--- src/rtl/serial_adder.sv ---
// Bit-serial unsigned adder: operands are captured on start, added LSB-first one
// bit per clock through two half adders and a carry flop, then published with a done pulse.
module Half_adder (
   input  logic A,
   input  logic B,
   output logic CARRY,
   output logic SUM
);
   assign CARRY = A & B;
   assign SUM   = A ^ B;
endmodule

module serial_adder #(
   parameter int WIDTH = 8
) (
   input  logic             clk,
   input  logic             rst,
   input  logic             start,
   input  logic [WIDTH-1:0] a,
   input  logic [WIDTH-1:0] b,
   output logic             busy,
   output logic             done,
   output logic [WIDTH-1:0] sum,
   output logic             carry_out
);
   localparam int CW = $clog2(WIDTH);
   localparam logic [CW-1:0] LAST = CW'(WIDTH - 1);

   typedef enum logic [1:0] {S_IDLE, S_SHIFT, S_DONE} state_t;

   state_t           r_state, w_next;
   logic [WIDTH-1:0] r_a_sr, r_b_sr, r_r_sr, r_sum;
   logic             r_c, r_cout;
   logic [CW-1:0]    r_cnt;
   logic             w_c1, w_s1, w_c2, w_s, w_c_next;
   logic             w_accept, w_last;

   Half_adder u_ha1 (.A(r_a_sr[0]), .B(r_b_sr[0]), .CARRY(w_c1), .SUM(w_s1));
   Half_adder u_ha2 (.A(w_s1),      .B(r_c),       .CARRY(w_c2), .SUM(w_s));
   assign w_c_next = w_c1 | w_c2;

   // DONE accepts a new start just like IDLE, giving WIDTH+1 cycles per op.
   assign w_accept = start && (r_state == S_IDLE || r_state == S_DONE);
   assign w_last   = (r_cnt == LAST);

   always_ff @(posedge clk) begin
      if (rst) r_state <= S_IDLE;
      else     r_state <= w_next;
   end

   always_comb begin
      w_next = r_state;
      case (r_state)
         S_IDLE:  if (start) w_next = S_SHIFT;
         S_SHIFT: if (w_last) w_next = S_DONE;
         S_DONE:  w_next = start ? S_SHIFT : S_IDLE;
         default: w_next = S_IDLE;
      endcase
   end

   always_ff @(posedge clk) begin
      if (rst) begin
         r_a_sr <= '0;
         r_b_sr <= '0;
         r_r_sr <= '0;
         r_c    <= 1'b0;
         r_cnt  <= '0;
         r_sum  <= '0;
         r_cout <= 1'b0;
      end else begin
         if (w_accept) begin
            r_a_sr <= a;
            r_b_sr <= b;
            r_r_sr <= '0;
            r_c    <= 1'b0;
            r_cnt  <= '0;
         end else if (r_state == S_SHIFT) begin
            r_a_sr <= r_a_sr >> 1;
            r_b_sr <= r_b_sr >> 1;
            r_r_sr <= {w_s, r_r_sr[WIDTH-1:1]};
            r_c    <= w_c_next;
            // Counter saturates at the last bit index rather than wrapping.
            if (!w_last) r_cnt <= r_cnt + CW'(1);
            if (w_last) begin
               r_sum  <= {w_s, r_r_sr[WIDTH-1:1]};
               r_cout <= w_c_next;
            end
         end
      end
   end

   assign busy      = (r_state == S_SHIFT);
   assign done      = (r_state == S_DONE);
   assign sum       = r_sum;
   assign carry_out = r_cout;
endmodule

--- config.mk ---
export PLATFORM = sky130hd
export DESIGN_NAME = serial_adder
export DESIGN_NICKNAME = d
export VERILOG_FILES = /design/src/rtl/serial_adder.sv
export SDC_FILE = /design/constraint.sdc
export NUM_CORES = 1
export LEC_CHECK = 0
export BUFFER_PORTS_ARGS = -buffer_cell sky130_fd_sc_hd__buf_2
export CAP_MARGIN = 20
export CORE_MARGIN = 3
export CORE_UTILIZATION = 57
export CTS_CLUSTER_SIZE = 24
export DETAILED_ROUTE_END_ITERATION = 16
export HOLD_SLACK_MARGIN = 0.02
export PLACE_DENSITY = 0.8
export SETUP_SLACK_MARGIN = 0.02
export SLEW_MARGIN = 20
export SYNTH_ARGS = -nofsm -noshare
export SYNTH_HDL_FRONTEND = slang
export SYNTH_SLANG_ARGS = --single-unit
--- constraint.sdc ---
create_clock -name clk -period 2 [get_ports clk]
set_input_delay 0.2 -clock clk [delete_from_list [all_inputs] [get_ports clk]]
set_output_delay 0.2 -clock clk [all_outputs]
set_load 0.01 [all_outputs]
* After elaboration in Yosys (flattened, before gate mapping)
Index checks and enable logic that the tools add are counted.
Word-level totals: output and inout bits 11, flip-flop bits (word level) 39, word-level logic and storage cells 37
Operators by class: reductions and logical operators 8, muxes and demuxes 8, eq/ne operators 5, $add $sub $neg 1, bitwise gates (word level) 7
Operators with widths (count):
- two-way mux 8 bit | 4
- case mux 2 bit (3 select lines) | 1
- two-way mux 2 bit | 2
- AND reduction 2 bit | 2
- adder 3 x 1 -> 3 bit, second input constant | 1
- == test 3 bit, second input constant | 1
- AND reduction 3 bit | 1
- bitwise AND 1 bit | 2
- == test 2 x 1 -> 1 bit, second input constant | 1
- == test 2 bit, second input constant | 1
- logical NOT 2 bit | 1
- inequality test 2 x 1 -> 1 bit, second input constant | 1
- inequality test 2 bit, second input constant | 1
- NOT 1 bit | 2
- nonzero test 2 bit | 1
- OR reduction 2 bit | 1
- bitwise XOR 1 bit | 2
- logical AND 1 bit | 1
- logical OR 1 bit | 1
- two-way mux 1 bit | 1
- OR 1 bit | 1

* Longest topological paths before layout
Gate-level depths: netlist (run 1).
depth after elaboration 5, depth in mapped cells 6

* By module
From an unflattened synthesis (run 1), not the netlist that was laid out.
Second synthesis, totals: cell total of the unflattened synthesis 178, area, all modules 1540.2 sq um
By module, submodules not included:
- serial_adder | area each 1515.2 sq um, cells an instance 176, sequential area each 760.7 sq um, times used 1
- Half_adder | area each 12.5 sq um, cells an instance 1, sequential area each 0.0 sq um, times used 2

* Worst setup path before layout (run 1)
No wires, ideal clock.
path kind flip-flop to flip-flop, start point reg r_cnt[0], end point reg r_cnt[0], path slack 0.730 ns, required time 1.872 ns, path buffers 0, cell stages (with the launch flop) 6, arrival 1.142 ns, path through dfxtp_1 ha_1 ha_1 nor3b_2 xnor2_1 nor2_1
On the way: longest elaborated chain between the ends 3, elaborated cells between the ends (all ways) 4
RTL lines:
- start: declaration | line 34 | logic [CW-1:0] r_cnt;
- start signal: assignment | line 83 | if (!w_last) r_cnt <= r_cnt + CW'(1);
- branches (longest 3 deep; another with adder 3 x 1 -> 3 bit)
Parallel ways; which one is timed is not known. A chain may end at the register's enable or synchronous reset.

* Worst setup path after layout (run 1)
start point reg r_cnt[0], end point reg r_sum[1], in the netlist sum[1]
On the way: longest elaborated chain between the ends 2
RTL lines:
- == test 3 bit | line 44 | assign w_last = (r_cnt == LAST);
- AND reduction 3 bit (no line)
- end signal: assignment | line 85 | r_sum <= {w_s, r_r_sr[WIDTH-1:1]};
- end: declaration | line 32 | logic [WIDTH-1:0] r_a_sr, r_b_sr, r_r_sr, r_sum;
No other way between the ends.

==> key figures, run 1 <==
Logic synthesis
  – Top post-synthesis cells by count: nand2_1, dfxtp_1, a21oi_1
  – Fraction of registers with async set/reset: 0%
  – Cell with the most instances after synthesis: nand2_1
  – Xor-xnor portion of the synthesized cell area: less than 1%
  – Largest family of logic cells by synthesized area: simple AND/OR/NAND/NOR gates
  – Mean area per synthesized cell: about 8.6 sq um
  – Largest cells by area after synthesis: dfxtp_1, nand2_1, a21oi_1, nor3_1, nand3_1
  – Post-Syn Nets: 200
  – Post-synth top area share: 49.96%
  – Mapped Cells: 178
  – Sequential area share after synthesis: approximately half
  – Post-Synth Simple-Gate Area: between 20% and 30%
  – Synth unique cells: 26
  – Number of flops mapped to enable cells by yosys: 0
  – Synthesized flop and latch total: 38
  – Adder-Cell Fraction of Synth Area: between 2 and 3%
  – Synthesized area: 1523 sq um
  – Post-synthesis mux area share: 1.315%
  – Top_reg_cell synth: dfxtp_1
  – Synth Area in Compound Gates: roughly 15%
  – Post-synth top area cell: dfxtp_1
  – Synth warn: 0

Worst setup path
  – Crit path largest cell delay: around 0.43 ns
  – Critical path data required time: approximately 2.2 ns
  – Buf+Inv Stages, Crit Path: 0
  – Crit path cell chain: ha_1, ha_1, nand3b_1, nand2_1, a21oi_1
  – Startpoint Class: register
  – Maximum fanout along the worst path: 13
  – Slowest CP cell: ha_1
  – Critical Path AT: 1.93 ns
  – Critical path type: register to register
  – Cell family with most CP delay: adder cells
  – Reg2Reg Setup Slack: ~0.3 ns
  – Setup crit end kind: register
  – Most used cell, CP: ha_1

Final layout
  – Share of layout cells above drive strength 1: 21.46%
  – Finished Cell Area: approximately 1700 sq um
  – NumNets Final: between 200 and 250
  – # fillers: around 210
  – Antenna Cells: 0
  – Area Growth Syn to Fin: 12.16%

Die
  – Rows: 18
  – IO Pins: 30
  – Die Wd: between 50 and 60 um
  – Die ar.: 3328 sq um
  – Initial Util: 60.91%
  – Die Y: ~58 um
  – Core area: between 2000 and 2500 sq um

STA
  – Actual slew at the worst max-slew pin: 0.4511 ns
  – Setup repair after global routing missed its margin: false
  – Fin crit share: between 80% and 90%
  – Final-report hold violation count: 0
  – Setup Skew: just over 0.002 ns
  – Max Clk Rate: a little under 0.6 GHz
  – Tmin final: approximately 1.7 ns
  – Final Slew Violations: 0
  – Setup TNS: 0 ns
  – Slew headroom: a little over two thirds
  – Setup-failing EPs final: 0

Placement
  – GP Congestion: 0.8245
  – DPL Wire Length: roughly 2.2 mm
  – Placed Area: 1663 sq um
  – PortBufs: 29

Clock network
  – Resize count post-CTS: 0
  – Clock buffer depth: 2
  – Clock transition at path regs: around 0.1 ns
  – CTS tree: yes
  – Cts hold-fix bufs: 0
  – Cts bufs inserted: 5
  – Htree depth: 2
  – Clock Latency Late Sink: approximately 0.33 ns
  – Clock root cell: clkbuf_4
  – Post-CTS setup buffers: 0
  – # clock sinks: 38

Global route
  – Largest net degree at the start of global routing: 35
  – First-pass GRT wire length: ~5.5 mm
  – GR Util met1: about a quarter
  – Gr usage total: a little over a fifth
  – Top Usage Layer GRT: met2
  – Grt ovf: 0
  – M2 GR Usage: 34.19%
  – GRT met3 Usage: under 10%
  – Vias in the first global route: ~1,300
  – Initial antenna violation count: 0

Pwr
  – Power density over the cells: between 700 and 800 nW/um^2
  – IR drop worst, VDD: about 0.00062 V
  – Leak Pwr: 0.0006675 uW

Hold path
  – HP Class: input port to register

Routing
  – DR pass1 iterations: 4
  – Routed WL: about 3.2 mm
  – DRC marker count from the first detailed-route iteration: between 70 and 80
  – Routed WL per cell: 13.69 um
  – Vias: 1,341
  – Vias per cell: roughly 5.7
  – DRC: 0
  – Antenna-violating nets left: 0

Outcome
  – Status: completed

Job
  – Max-Cap Viols: 0
==> logic make-up (layout without fill, tap and decap cells) <==
kind of cell,Yosys count,after routing
buffers and inverters,15,42
DFF,38,38
AOI/OAI and AO/OA,36,36
adders and majority gates,3,3
xor gates and xnor gates,1,1
muxes,2,2
and+or+nand+nor,83,83
==> layout make-up <==
type | count | area [sq um] | share of cell area (%)
flip-flops and latches | 38 | 760.7 | 44.54
multi-input cells | 125 | 675.6 | 39.56
clock buffers | 7 | 45.04 | 2.637
inverters | 1 | 6.256 | 0.3663
well taps | 30 | 37.54 | 2.198
repair buffers | 34 | 182.7 | 10.70
==> registers in the layout (all words and copies together), names as in the netlist <==
signal,count
r_state,2
sum,8
r_b_sr,8
carry_out,1
r_cnt,3
r_a_sr,8
r_r_sr,7
r_c,1
==> layer usage <==
metal	up-vias	share of wire [%]
met2	44	47
met5	-	0
met1	623	44
met3	8	7.3
li1	666	-
met4	0	1.4
==> per-stage QoR <==
stage | utilization [%] | setup WS (ns) | total power, uW | hold slack [ns] | instances
finish | 68.32 | 0.2917 | 1343 | 0.06929 | 235
global placement | 66.52 | 0.4754 | 983.9 | 0.4177 | 228
floorplan | - | 0.7299 | 950.8 | 0.3808 | 178
detailed placement | 66.52 | 0.3417 | 992.2 | 0.4239 | 228
global route | 68.32 | 0.1360 | 1405 | 0.06170 | 235
CTS | 68.32 | 0.3198 | 1344 | 0.05815 | 235
==> layout by cell type (no fill, tap or decap), drive strengths merged, types with 6 or more instances in the layout <==
| master | instances |
|---|---|
| nand2 | 41 |
| dfxtp | 38 |
| buf | 34 |
| a21oi | 20 |
| nor3 | 14 |
| nor2 | 11 |
| nand3 | 10 |
| clkbuf | 7 |
| a311oi | 7 |
| o22ai | 6 |
==> power breakdown <==
part	internal [uW]	leakage (uW)	switching [uW]
clock network	133	0.0000254	232
logic	67.4	0.000332	98.9
registers	790	0.000310	21.2
total	990	0.000668	353
==> path summary, 6_finish.rpt <==
kind               endpoint  depth (start not counted)     start
setup reg to reg     sum[1]                          5  r_cnt[0]
hold reg to reg      sum[3]                          2    sum[3]
hold / removal    r_a_sr[2]                          2       rst
setup / recovery     sum[1]                          5  r_cnt[0]
No activity file was read; power rests on OpenSTA's default activity.
==> run 2, diff against run 1 <==
Settings changed: CELL_PAD_IN_SITES_DETAIL_PLACEMENT from default to 1, CELL_PAD_IN_SITES_GLOBAL_PLACEMENT from default to 2, CORE_UTILIZATION 57 to 34.
==> run 2 against run 1 <==
Sequential power about the same. Utilization fell by 26 points. Cell area rose by 3.3%. Combinational power is 3% higher. Flip-flop and latch count stayed put. Power rose by 9.6%. Global-route usage shrank 5.8 points. Clock skew rose by 0.0026 ns. Register-to-register slack better by 0.03 ns. Critical endpoint is now sum[0]. Largest power group unchanged. Highest routed layer unchanged.
==> key figures, run 2 (synthesis results as in run 1) <==
Outcome
  – Status: completed

Pwr
  – Clock network power share: 33.3% (+6.1 points)
  – Switch Pwr: 374.3 uW (+6.2%)
  – Combinational power share: 11.6% (-0.8 points)
  – Leak Pwr: 0.0006805 uW (+1.9%)
  – IR drop worst, VDD: 0.0002871 V (-54%)
  – Sequential power share: 55.1% (-5.3 points)
  – Int Power: 1098 uW (+11%)
  – Power density over the cells: 834.5 nW/um^2 (+6.1%)
  – Switching share of power: 25.43% (-0.82 points)

Hold path
  – HP Class: input port to register

STA
  – Setup TNS: 0 ns (unchanged)
  – Slew headroom: 69.32% (-0.60 points)
  – Setup Skew: 0.004675 ns (+0.002644 ns)
  – Tmin final: 1.680 ns (-0.02792 ns)
  – Final-report hold violation count: 0 (unchanged)
  – Final Slew Violations: 0 (unchanged)
  – Worst setup margin: 0.3196 ns (+0.02792 ns)
  – Worst hold slack: 0.1974 ns (+0.1281 ns)
  – Setup repair after global routing missed its margin: false
  – Max Clk Rate: 0.5951 GHz (+1.7%)
  – Fin crit share: 84.02% (-1.4 points)
  – Actual slew at the worst max-slew pin: 0.4601 ns (+0.009053 ns)
  – Setup-failing EPs final: 0 (unchanged)

Routing
  – Metal3 WL: 143 um (-39%)
  – Vias: 1,318 (-1.7%)
  – DRC marker count from the first detailed-route iteration: 49 (-36%)
  – Antenna-violating nets left: 0 (unchanged)
  – Routed WL: 3.690 mm (+15%)
  – DRC: 0 (unchanged)
  – Vias per cell: 5.169 (-9.4%)
  – Post-route met1 wirelength: 1.758 mm (+24%)
  – Max Used Layer: met4
  – Routed WL per cell: 14.47 um (+5.7%)
  – WL met2: 1.694 mm (+12%)
  – DR pass1 iterations: 4 (unchanged)

Clock network
  – Htree depth: 2 (unchanged)
  – Clock buffer depth: 2 (unchanged)
  – Resize count post-CTS: 0 (unchanged)
  – Clock root cell: clkbuf_8
  – # clock sinks: 38 (unchanged)
  – CTS tree: yes
  – Cts hold-fix bufs: 0 (unchanged)
  – Cts bufs inserted: 5 (unchanged)
  – Clock transition at path regs: 0.07 ns (-0.03 ns)
  – Post-CTS setup buffers: 0 (unchanged)
  – Clock Latency Late Sink: 0.29 ns (-0.04 ns)

Placement
  – DPL Wire Length: 2.597 mm (+17%)
  – Place WS: 0.3114 ns (-0.03028 ns)
  – PortBufs: 29 (unchanged)
  – Placed Area: 1688 sq um (+1.5%)
  – GP Congestion: 0.6988 (-15%)

Worst setup path
  – Most used cell, CP: ha_1
  – Capturing point of the worst reg2reg path: sum[0]
  – Critical path type: register to register
  – Setup crit end kind: register
  – Beginning of the critical path: r_cnt[0]
  – FF-to-FF Start: r_cnt[0]
  – Maximum fanout along the worst path: 13 (unchanged)
  – Reg2Reg Setup Slack: 0.32 ns (+0.03 ns)
  – Crit path largest cell delay: 0.43 ns (about the same)
  – Slowest CP cell: ha_1
  – Critical Path End: sum[0]
  – Critical Path Stages: 5 (unchanged)
  – Buf+Inv Stages, Crit Path: 0 (unchanged)
  – Critical Path AT: 1.85 ns (-0.08 ns)
  – FF-to-FF path depth: 5 (unchanged)
  – Critical path data required time: 2.17 ns (-0.05 ns)
  – Cell family with most CP delay: adder cells
  – Crit path cell chain: ha_1, ha_1, nand3b_1, nand2_1, a21oi_1
  – Startpoint Class: register

Die
  – Die Wd: 72.92 um (+26%)
  – Core area: 4173 sq um (+67%)
  – IO Pins: 30 (unchanged)
  – Die Y: 72.92 um (+26%)
  – Rows: 23 (+5)
  – Initial Util: 36.49% (-24 points)
  – Die ar.: 5317 sq um (+60%)

Final layout
  – Commonest non-fill, non-tap cell in the layout: nand2_1
  – Finished Cell Area: 1764 sq um (+3.3%)
  – Share of layout cells above drive strength 1: 21.46% (unchanged)
  – Area Growth Syn to Fin: 15.86%
  – # fillers: 493 (+140%)
  – NumNets Final: 227 (unchanged)
  – Antenna Cells: 0 (unchanged)
  – Most frequent cells in the layout: nand2_1, dfxtp_1, buf_2
  – Core Util, Final: 42.28% (-26 points)

Global route
  – Initial antenna violation count: 0 (unchanged)
  – Vias in the first global route: 1,323 (+2.1%)
  – Grt ovf: 0 (unchanged)
  – Gr usage total: 15.59% (-5.8 points)
  – Largest net degree at the start of global routing: 35 (unchanged)
  – First-pass GRT wire length: 6.279 mm (+14%)

Job
  – Max-Cap Viols: 0 (unchanged)
[run 2: layout make-up]
class / count / area (sq um) / share of cell area [%]
Sequential cell: 38 / 760.7 / 43.12
Inverter: 1 / 6.256 / 0.3546
Clock buffer: 7 / 76.32 / 4.326
Tap cell: 50 / 62.56 / 3.546
Multi-Input combinational cell: 125 / 675.6 / 38.30
Timing Repair Buffer: 34 / 182.7 / 10.35
[run 2: power by group through the flow]
stage | clock network [uW] | logic, uW | registers (uW)
final | 491 | 171 | 811
after global routing | 545 | 194 | 814
after CTS | 510 | 174 | 811
after detailed placement | 0 | 173 | 828
after global placement | 0 | 164 | 826
after floorplan | 0 | 128 | 822
[run 2: worst min-delay path by stage]
stage / from / endpoint / slack, ns / depth (start not counted)
floorplan: a[1] / r_a_sr[1] / 0.38 / 2
global placement: sum[0] / sum[0] / 0.44 / 2
detailed placement: r_r_sr[1] / r_r_sr[1] / 0.45 / 2
CTS: a[1] / r_a_sr[1] / 0.19 / 3
global route: a[1] / r_a_sr[1] / 0.20 / 3
finish: a[1] / r_a_sr[1] / 0.20 / 3
[run 2: metrics by stage]
| step | std cells | power (uW) |
|---|---|---|
| floorplan | 178 | 950.8 |
| global placement | 248 | 989.8 |
| detailed placement | 248 | 1001 |
| CTS | 255 | 1494 |
| global route | 255 | 1553 |
| finish | 255 | 1472 |
[run 2: layer usage]
| layer | global-route usage, % | vias up |
|---|---|---|
| met5 | 0 | - |
| met4 | 7.992 | 0 |
| met3 | 4.545 | 10 |
| met2 | 23.45 | 21 |
| met1 | 20.20 | 622 |
| li1 | - | 665 |
[run 2: tightest hold or removal path, cell delays in order]
cell,delay (ns)
buf_2,0.09
nor2_1,0.09
a311oi_1,0.05
==> run 3, diff against run 2 <==
Settings changed: CORE_UTILIZATION 34 to 31, PLACE_DENSITY 0.8 to 0.74.
Clock period 2 ns to 1.74 ns, I/O delays scaled along.
==> run 3 against run 2 <==
Cell area is 3.0% higher. Critical path depth is 2 lower. First-iteration DRC count stayed put. Sequential power is 15% higher. Power is 20% higher. Highest routed layer unchanged. Critical path type is now register to output pin. Largest power group unchanged. Clock power is 30% higher. Critical endpoint is now busy. Combinational power is 13% higher. Utilization is 2.2 points lower.
==> key figures, run 3 (synthesis results as in run 1) <==
Pwr
  – Clock network power share: 36.2% (+2.9 points)
  – Switching share of power: 26.11% (+0.68 points)
  – Sequential power share: 52.8% (-2.3 points)
  – Leak Pwr: 0.0006988 uW (+2.7%)
  – Design Power: 1765 uW (+20%)
  – Power density over the cells: 971.7 nW/um^2 (+16%)
  – Int Power: 1304 uW (+19%)
  – Combinational power share: 11.0% (-0.6 points)
  – IR drop worst, VDD: 0.0003737 V (+30%)
  – Switch Pwr: 460.9 uW (+23%)

Die
  – Die ar.: 5789 sq um (+8.9%)
  – Die Y: 76.09 um (+4.3%)
  – Core area: 4534 sq um (+8.7%)
  – IO Pins: 30 (unchanged)
  – Rows: 24 (+4.3%)
  – Die Wd: 76.09 um (+4.3%)
  – Initial Util: 33.58% (-2.9 points)

Routing
  – DRC: 0 (unchanged)
  – Vias per cell: 4.835 (-6.5%)
  – DRC marker count from the first detailed-route iteration: 49 (unchanged)
  – Antenna-violating nets left: 0 (unchanged)
  – Routed WL: 3.792 mm (+2.8%)
  – Routed WL per cell: 13.89 um (-4.0%)
  – Vias: 1,320 (+0.15%)
  – DR pass1 iterations: 4 (unchanged)

Worst setup path
  – Reg2Reg Setup Slack: 0.30 ns (-0.02 ns)
  – Critical path data required time: 1.57 ns (-0.60 ns)
  – Beginning of the critical path: r_state[0]
  – FF-to-FF Start: r_cnt[0]
  – Setup crit end kind: output pin
  – Maximum fanout along the worst path: 34 (+21)
  – Critical Path AT: 1.39 ns (-0.46 ns)
  – Startpoint Class: register
  – Critical path type: register to output pin

Final layout
  – Most frequent cells in the layout: nand2_1, dfxtp_1, buf_2
  – # fillers: 557 (+13%)
  – Register area: 760.7 sq um (unchanged)
  – Area Growth Syn to Fin: 19.31%
  – Commonest non-fill, non-tap cell in the layout: nand2_1
  – Core Util, Final: 40.07% (-2.2 points)
  – Share of layout cells above drive strength 1: 23.56% (+2.1 points)
  – Antenna Cells: 0 (unchanged)
  – NumNets Final: 229 (+0.88%)
  – Multi-input gate area: 675.6 sq um (unchanged)

Global route
  – Vias in the first global route: 1,399 (+5.7%)
  – Initial antenna violation count: 0 (unchanged)
  – Grt ovf: 0 (unchanged)
  – Largest net degree at the start of global routing: 35 (unchanged)
  – First-pass GRT wire length: 6.637 mm (+5.7%)
  – Gr usage total: 14.20% (-1.4 points)

Clock network
  – Post-CTS setup buffers: 0 (unchanged)
  – Cts hold-fix bufs: 0 (unchanged)
  – Htree depth: 2 (unchanged)
  – Clock buffer depth: 2 (unchanged)
  – Resize count post-CTS: 0 (unchanged)
  – Clock Latency Late Sink: 0.30 ns (about the same)
  – # clock sinks: 38 (unchanged)
  – Cts bufs inserted: 5 (unchanged)
  – CTS tree: yes
  – Clock transition at path regs: 0.07 ns (about the same)
  – Clock root cell: clkbuf_8

Outcome
  – Status: completed

STA
  – Final Slew Violations: 0 (unchanged)
  – Tmin final: roughly 1.6 ns
  – Setup-failing EPs final: 0 (unchanged)
  – Setup repair after global routing missed its margin: false
  – Actual slew at the worst max-slew pin: 0.4558 ns (-0.004330 ns)
  – Slew headroom: 69.61% (+0.29 points)
  – Setup Skew: 0.007955 ns (+0.003280 ns)
  – Fin crit share: about 90%
  – Final-report hold violation count: 0 (unchanged)
  – Max Clk Rate: 0.6378 GHz
  – Setup TNS: 0 ns (unchanged)

Hold path
  – HP Class: input port to register
  – Min-Delay Startpoint: rst

Placement
  – DPL Wire Length: 2.624 mm (+1.1%)
  – GP Congestion: 0.7275 (+4.1%)
  – PortBufs: 29 (unchanged)

Job
  – Max-Cap Viols: 0 (unchanged)
## run 3: cell count changes in the layout (fill, tap and decap cells not counted)
cell,previous run,this run
clkbuf_1,2,0
clkinv_2,0,1
clkinvlp_4,0,1
clkbuf_8,5,6
buf_4,5,7
## run 3: final cells by class
cell class,instances,share of cell area [%]
clock buffers,6,4.545
inverters,1,0.3444
well taps,65,4.477
repair buffers,36,10.88
clock inverters,2,0.6887
multi-input cells,125,37.19
flip-flops and latches,38,41.87
## run 3: worst paths after layout
path	depth (start not counted)	end
worst max-delay path	3	busy
worst min-delay path	2	r_a_sr[5]
worst max register to register	5	r_cnt[0]
worst min register to register	2	sum[6]
## run 3: worst max-delay path, stage by stage, from the launching register on
cell and delay, ns:
dfxtp_1 0.44, nand2b_1 0.16, inv_4 0.29, buf_2 0.20
## run 3: routing by layer
| metal | vias to the layer above | track usage [%] | wire [um] |
|---|---|---|---|
| met4 | 0 | 7.065 | 73 |
| met3 | 8 | 3.428 | 106 |
| li1 | 665 | - | - |
| met1 | 627 | 16.86 | 1762 |
| met2 | 20 | 23.94 | 1848 |
| met5 | - | 0 | 0 |
## run 3: power groups by stage
stage / Combinational (uW) / Clock (uW) / Sequential [uW]
5_1_grt: 221 / 705 / 937
4_1_cts: 198 / 668 / 932
3_3_place_gp: 190 / 0 / 950
3_5_place_dp: 198 / 0 / 952
2_1_floorplan: 147 / 0 / 945
6_report: 194 / 639 / 932
## run 3: metrics by stage
step | setup WS (ns) | hold slack (ns) | instance area [sq um] | instances
final | 0.1721 | 0.1052 | 1817 | 273
after global routing | 0.06674 | 0.1162 | 1817 | 273
after CTS | 0.1503 | 0.09440 | 1817 | 273
after detailed placement | 0.3053 | 0.4066 | 1722 | 265
after global placement | 0.3969 | 0.4036 | 1722 | 265
after floorplan | 0.4699 | 0.3548 | 1523 | 178
